$ cat src/rtl/idx_symbol_packer_pkg.sv
// -----------------------------------------------------------------------------
// idx_symbol_packer_pkg
// Shared CSK constants and helpers used by the forward symbol mapper and the
// receive-side packer:
//   - bits-per-symbol computation from axis count and level count
//   - 2-bit Gray tables (forward and inverse) for 4-level axes
//   - legality test for a single base-4 index digit
//   - packer FSM state encoding
// -----------------------------------------------------------------------------
package idx_symbol_packer_pkg;

  localparam int IDX_W  = 6;   // three base-4 digits
  localparam int SYM_W  = 6;   // widest symbol (3 axes x 2 bits)
  localparam int BYTE_W = 8;
  localparam int ACC_W  = 14;  // up to 7 carried bits + 6 new bits
  localparam int CNT_W  = 3;   // 0..7 carried bits
  localparam int ERR_W  = 16;

  typedef enum logic {
    ST_RUN   = 1'b0,
    ST_FLUSH = 1'b1
  } pack_state_e;

  // Symbol bits per constellation point: 1 bit per 2-level axis, 2 per 4-level axis.
  function automatic int calc_bps(input int axis, input int levels);
    return axis * (levels >> 1);
  endfunction

  // Forward Gray map used by the transmitter: bits 00,01,11,10 -> level 0,1,2,3.
  function automatic logic [1:0] gray_enc4(input logic [1:0] bits);
    return {bits[1], bits[1] ^ bits[0]};
  endfunction

  // Inverse Gray map: level 0,1,2,3 -> bits 00,01,11,10.
  function automatic logic [1:0] gray_dec4(input logic [1:0] level);
    return {level[1], level[1] ^ level[0]};
  endfunction

  // A 2-level axis only uses the outer points 0 and 3; a 4-level axis uses all.
  function automatic logic digit_legal(input logic [1:0] level, input int levels);
    if (levels == 4) return 1'b1;
    return (level == 2'd0) || (level == 2'd3);
  endfunction

endpackage

$ cat src/rtl/idx_symbol_packer_to_symbol.sv
// -----------------------------------------------------------------------------
// idx_to_symbol
// Combinational demapper: constellation index -> symbol bits plus illegal flag.
// Ports:
//   idx_in  [5:0]  base-4 digits d0=idx[1:0], d1=idx[3:2], d2=idx[5:4]
//   sym     [5:0]  demapped symbol, packed from bit 0 upward, unused bits 0
//   illegal        index is not a point of the configured constellation
// 4-level axis k lands in sym[2k+1:2k]; 2-level axis k lands in sym[k].
// Illegal 2-level digits (1,2) still decode to their nearer outer point via
// the MSB, so the data path never stalls on a bad index. Digits of axes that
// do not exist must be zero; nonzero ones are flagged and otherwise ignored.
// -----------------------------------------------------------------------------
module idx_to_symbol
  import idx_symbol_packer_pkg::*;
#(
  parameter int NUMBER_OF_AXIS   = 3,
  parameter int NUMBER_OF_LEVELS = 4
) (
  input  logic [IDX_W-1:0] idx_in,
  output logic [SYM_W-1:0] sym,
  output logic             illegal
);

  logic [1:0] digit;

  always_comb begin
    sym     = '0;
    illegal = 1'b0;
    digit   = '0;
    for (int k = 0; k < 3; k++) begin
      digit = idx_in[2*k +: 2];
      if (k < NUMBER_OF_AXIS) begin
        if (NUMBER_OF_LEVELS == 4) begin
          sym[2*k +: 2] = gray_dec4(digit);
        end else begin
          sym[k] = digit[1];
          if (!digit_legal(digit, NUMBER_OF_LEVELS)) illegal = 1'b1;
        end
      end else if (digit != 2'd0) begin
        illegal = 1'b1;
      end
    end
  end

endmodule

$ cat src/rtl/idx_symbol_packer.sv
// -----------------------------------------------------------------------------
// idx_symbol_packer
// Receive-side inverse of the CSK symbol mapper. Demaps constellation indices
// to symbol bits and packs them LSB-first into bytes; a frame's trailing
// partial byte is zero-padded and flushed with byte_last.
// Ports:
//   clk, reset                  clock, synchronous active-high reset
//   idx_in/idx_valid/idx_last   index stream in, accepted when idx_ready
//   idx_ready                   packer can take idx_in this cycle
//   byte_out/byte_valid/byte_last  registered byte stream out
//   byte_ready                  consumer takes byte_out
//   sym_err                     one-cycle pulse after an illegal accepted index
//   err_count                   saturating count of illegal indices
//   state_dbg                   current FSM state
// Handshake: a beat moves when valid & ready are both high at a rising edge.
// The producer holds data stable while valid is high and ready is low; ready
// may depend combinationally on the downstream ready.
// -----------------------------------------------------------------------------
module idx_symbol_packer
  import idx_symbol_packer_pkg::*;
#(
  parameter int NUMBER_OF_AXIS   = 3,
  parameter int NUMBER_OF_LEVELS = 4
) (
  input  logic              clk,
  input  logic              reset,
  input  logic [IDX_W-1:0]  idx_in,
  input  logic              idx_valid,
  input  logic              idx_last,
  output logic              idx_ready,
  output logic [BYTE_W-1:0] byte_out,
  output logic              byte_valid,
  output logic              byte_last,
  input  logic              byte_ready,
  output logic              sym_err,
  output logic [ERR_W-1:0]  err_count,
  output pack_state_e       state_dbg
);

  localparam int         BPS   = calc_bps(NUMBER_OF_AXIS, NUMBER_OF_LEVELS);
  localparam logic [3:0] BPS_W = 4'(BPS);

  pack_state_e      state, state_next;
  logic [ACC_W-1:0] acc;
  logic [CNT_W-1:0] acc_cnt;
  logic [SYM_W-1:0] sym;
  logic             illegal;
  logic [3:0]       cnt_sum;
  logic [ACC_W-1:0] combined;
  logic             slot_free;
  logic             accept;
  logic             fills_byte;
  logic             needs_flush;

  idx_to_symbol #(
    .NUMBER_OF_AXIS  (NUMBER_OF_AXIS),
    .NUMBER_OF_LEVELS(NUMBER_OF_LEVELS)
  ) u_demap (
    .idx_in (idx_in),
    .sym    (sym),
    .illegal(illegal)
  );

  // Bits above acc_cnt are always zero, so OR-ing in the shifted symbol is
  // the same as concatenating it above the carried bits.
  assign cnt_sum    = {1'b0, acc_cnt} + BPS_W;
  assign combined   = acc | (ACC_W'(sym) << acc_cnt);
  assign fills_byte = cnt_sum[3];
  assign slot_free  = ~byte_valid | byte_ready;
  // A symbol that does not complete a byte never touches the output slot,
  // so it may be taken even while the slot is blocked.
  assign idx_ready  = (state == ST_RUN) & (~fills_byte | slot_free);
  assign accept     = idx_valid & idx_ready;
  // Bits left over after this symbol; BPS >= 1 so a non-filling symbol
  // always leaves some.
  assign needs_flush = fills_byte ? (cnt_sum[2:0] != 3'd0) : 1'b1;
  assign state_dbg  = state;

  always_comb begin
    state_next = state;
    case (state)
      ST_RUN:   if (accept && idx_last && needs_flush) state_next = ST_FLUSH;
      ST_FLUSH: if (slot_free) state_next = ST_RUN;
      default:  state_next = ST_RUN;
    endcase
  end

  always_ff @(posedge clk) begin
    if (reset) state <= ST_RUN;
    else       state <= state_next;
  end

  always_ff @(posedge clk) begin
    if (reset) begin
      byte_out   <= '0;
      byte_valid <= 1'b0;
      byte_last  <= 1'b0;
      sym_err    <= 1'b0;
      err_count  <= '0;
      acc        <= '0;
      acc_cnt    <= '0;
    end else begin
      sym_err <= accept & illegal;
      if (accept && illegal && (err_count != '1)) err_count <= err_count + 1'b1;

      // Consumed byte frees the slot; a load below in the same cycle wins.
      if (byte_valid && byte_ready) begin
        byte_valid <= 1'b0;
        byte_last  <= 1'b0;
      end

      if (state == ST_FLUSH) begin
        if (slot_free) begin
          byte_out   <= acc[BYTE_W-1:0];
          byte_valid <= 1'b1;
          byte_last  <= 1'b1;
          acc        <= '0;
          acc_cnt    <= '0;
        end
      end else if (accept) begin
        if (fills_byte) begin
          byte_out   <= combined[BYTE_W-1:0];
          byte_valid <= 1'b1;
          byte_last  <= idx_last & ~needs_flush;
          acc        <= combined >> BYTE_W;
          acc_cnt    <= cnt_sum[2:0];
        end else begin
          acc     <= combined;
          acc_cnt <= cnt_sum[2:0];
        end
      end
    end
  end

endmodule

$ cat config.mk
export PLATFORM = sky130hd
export DESIGN_NAME = idx_symbol_packer
export DESIGN_NICKNAME = d
export VERILOG_FILES = /design/src/rtl/idx_symbol_packer_pkg.sv /design/src/rtl/idx_symbol_packer_to_symbol.sv /design/src/rtl/idx_symbol_packer.sv
export SDC_FILE = /design/constraint.sdc
export NUM_CORES = 1
export LEC_CHECK = 0
export ABC_AREA = 1
export BUFFER_PORTS_ARGS = -buffer_cell sky130_fd_sc_hd__buf_4
export CAP_MARGIN = 40
export CORE_MARGIN = 2
export CORE_UTILIZATION = 50
export DETAILED_ROUTE_END_ITERATION = 16
export PLACE_DENSITY = 0.76
export RECOVER_POWER = 25
export SLEW_MARGIN = 40
export SYNTH_ARGS = -nofsm -noshare
export SYNTH_HDL_FRONTEND = slang
export SYNTH_SLANG_ARGS = --single-unit
$ cat constraint.sdc
create_clock -name clk -period 1.9 [get_ports clk]
set_clock_uncertainty 0.15 [all_clocks]
set_input_delay 0 -clock clk [delete_from_list [all_inputs] [get_ports clk]]
set_output_delay 0 -clock clk [all_outputs]
set_load 0.02 [all_outputs]
==> out/metrics.cfg <==
[logic_synthesis]
synth_top_area_cell = dfxtp_1
ys_top_cells_by_area = dfxtp_1, nand2_1, buf_4
synth-seq-area-share_pct = 33.8
syn_area_um2 = 1540
synth-simple-area-share_pct = 30.6
synth_adder_area_share_pct = 2.44
synth-compound-area-share_pct = 15.8
synth.area.mux_share_pct = 0
synth_seq_cells = 26
yosys_warnings = 0
synth_top_area_share_pct = 33.8
synth_xor_xnor_area_share_pct = 0
avgSynthCellArea_um2 = 6.80
synthArstFlopShare_pct = 0
synth_top_family_by_area = simple AND/OR/NAND/NOR gates
yosysMostFrequentCell = nand2_1
synth_cell_types = 26
synth_edf_count = 0
yosys-top-cells-count = nand2_1, nor2_1, dfxtp_1
ys_dominant_reg_cell = dfxtp_1
synthCells = 226

[timing]
tightestPinTransition_ns = 0.521
post-route-period-util_pct = 90.5
timing.fmax_ghz = 0.581
setup_viol = 0
rsz0062_at_grt = false
fin_crit_ns = 1.72
setup_tns_ns = 0
hold_viol = 0
relSlewSlack_pct = 65.2
drv_slew = 0

[die]
die_w_um = 59.5
core.rowCount = 20
dieArea_um2 = 3530
core-area_um2 = 2980
fp.dieH_um = 59.5
ios = 40
initial_core_util_pct = 51.6

[global_route]
grt_remaining_overflow = 0
grt_pass1_vias = 1281
antenna_found_initial = 0
grt_pass1_wl_mm = 5.71
grt_max_degree = 19
track_usage_pct = 21.1

[detailed_routing]
wire_per_inst_um = 12.0
routed_via_density = 5.10
first_pass_iters = 5
ant_nets = 0
num_vias = 1470
routed_wirelength_mm = 3.46
first_iter_violations = 47
drc = 0

[critical_path]
required_ns = 1.98
cp.arrival_ns = 1.80
start_kind = flip-flop
end_kind = flip-flop
path_class = flip-flop to flip-flop
reg2reg_depth = 10
cp_max_fo = 12

[layout]
area_delta_synth_final_pct = 14.5
fin_util_pct = 59.1
diodes = 0
final_net_count = 270
drive_gt1_share_pct = 14.1
fillers = 318
final_cell_count_no_fill = 288

[place]
dp_cells = 278
gp_congestion = 0.861
hpwl_mm = 2.43
port-buffer-count = 22

[pwr]
cellLeakagePower_nw = 0.852
ir_worst_vdd_mv = 0.350
power_density_nw_per_um2 = 967

[cts]
cts_made_buffers = 3
cts_tree = done
cts_setup_buffers = 0
clock_sinks = 26
cts.path.max_buffers = 2
clkLatencyLatePin_ns = 0.32
cts_root_buf = clkbuf_4
htree_levels = 1
path_clk_slew_ns = 0.15

[status]
status = completed

[min_path]
min_path_cells = 6
hold_class = primary input to flip-flop

[run]
maxCapViolations = 0

==> registers in the layout, indices dropped and copies added, names as in the netlist <==
signal      count
byte_out        8
state_dbg       1
acc_cnt         2
acc            13
byte_last       1
byte_valid      1
==> metal layers <==
layer	GRT usage (%)	up-vias	routed length [µm]
met2	35.5	51	1700
met1	28.4	661	1510
met5	0	-	0
met4	6.17	0	33
li1	-	752	-
met3	2.40	6	209
==> worst paths after layout <==
kind / from / end / slack (ns)
max reg2reg: acc_cnt[1] / acc[8] / 0.18
max: acc_cnt[1] / acc[8] / 0.18
min reg2reg: acc[12] / acc[12] / 0.30
min: idx_in[0] / byte_out[4] / 0.03
==> metrics by stage <==
stage          hold WS [ns]  power [mW]  cell area [µm²]  worst slack [ns]
2_1_floorplan       -0.0809        1.17             1600            0.0738
5_1_grt              0.0647        1.83             1760            0.0264
4_1_cts              0.0128        1.73             1790             0.145
6_report             0.0265        1.70             1760             0.180
3_5_place_dp         0.0447        1.34             1670             0.189
3_3_place_gp         0.0420        1.34             1670             0.220
==> where the power goes <==
part / leakage (nW) / internal (mW) / switching [mW] / total, mW
combinational: 0.611 / 0.224 / 0.435 / 0.659
sequential: 0.213 / 0.624 / 0.0367 / 0.661
clock: 0.0279 / 0.213 / 0.170 / 0.383
total: 0.852 / 1.06 / 0.641 / 1.70
==> layout by cell type, fill, tap and decap left out, drive strengths merged <==
| cell | synthesis | routed |
|---|---|---|
| dlygate4sd3 | 0 | 6 |
| a21oi | 18 | 18 |
| bufinv | 0 | 1 |
| clkbuf | 3 | 12 |
| inv | 22 | 22 |
| o211ai | 1 | 1 |
| o21ai | 20 | 20 |
| nor2 | 29 | 29 |
| o21a | 1 | 1 |
| nand2 | 51 | 51 |
| a31oi | 2 | 2 |
| and2 | 1 | 1 |
| conb | 1 | 17 |
| clkinv | 1 | 1 |
| dfxtp | 26 | 26 |
| nand4 | 5 | 5 |
| ha | 3 | 3 |
| nand3 | 17 | 17 |
| buf | 22 | 19 |
| o22ai | 1 | 1 |
| nor3 | 2 | 2 |
==> what timing repair did <==
| item | in CTS | in global routing |
|---|---|---|
| endpoints found under the setup margin | 0 | 2 |
| hold buffers | 6 | 0 |
| hold endpoints to repair | 10 | 0 |
| gates resized for setup | 0 | 1 |
==> final cells by class <==
class / instances / area [µm²] / area share, %
clock buffers: 3 / 22.5 / 1.28
well taps: 33 / 41.3 / 2.35
flip-flops and latches: 26 / 520 / 29.6
multi-input cells: 168 / 823 / 46.8
clock inverters: 1 / 30.0 / 1.71
inverters: 23 / 86.3 / 4.90
repair buffers: 34 / 236 / 13.4
==> worst max-delay path, stage by stage (launching register included) <==
cell and delay [ns]:
dfxtp_1 0.36, clkinv_1 0.08, ha_1 0.21, nand2_1 0.17
nand2_4 0.09, nand2_4 0.09, nand2_4 0.11, inv_2 0.16
nor2_1 0.06, nor2_1 0.09, nor2_1 0.04
==> cell families after synthesis <==
| kind of cell | after synthesis |
|---|---|
| buffers and inverters | 48 |
| AND/OR/NAND/NOR | 105 |
| adder cells (fa/ha/maj) | 3 |
| flip-flops | 26 |
| AO/OA/AOI/OAI | 43 |
| other | 1 |
Power figures use the tool's default switching activity.
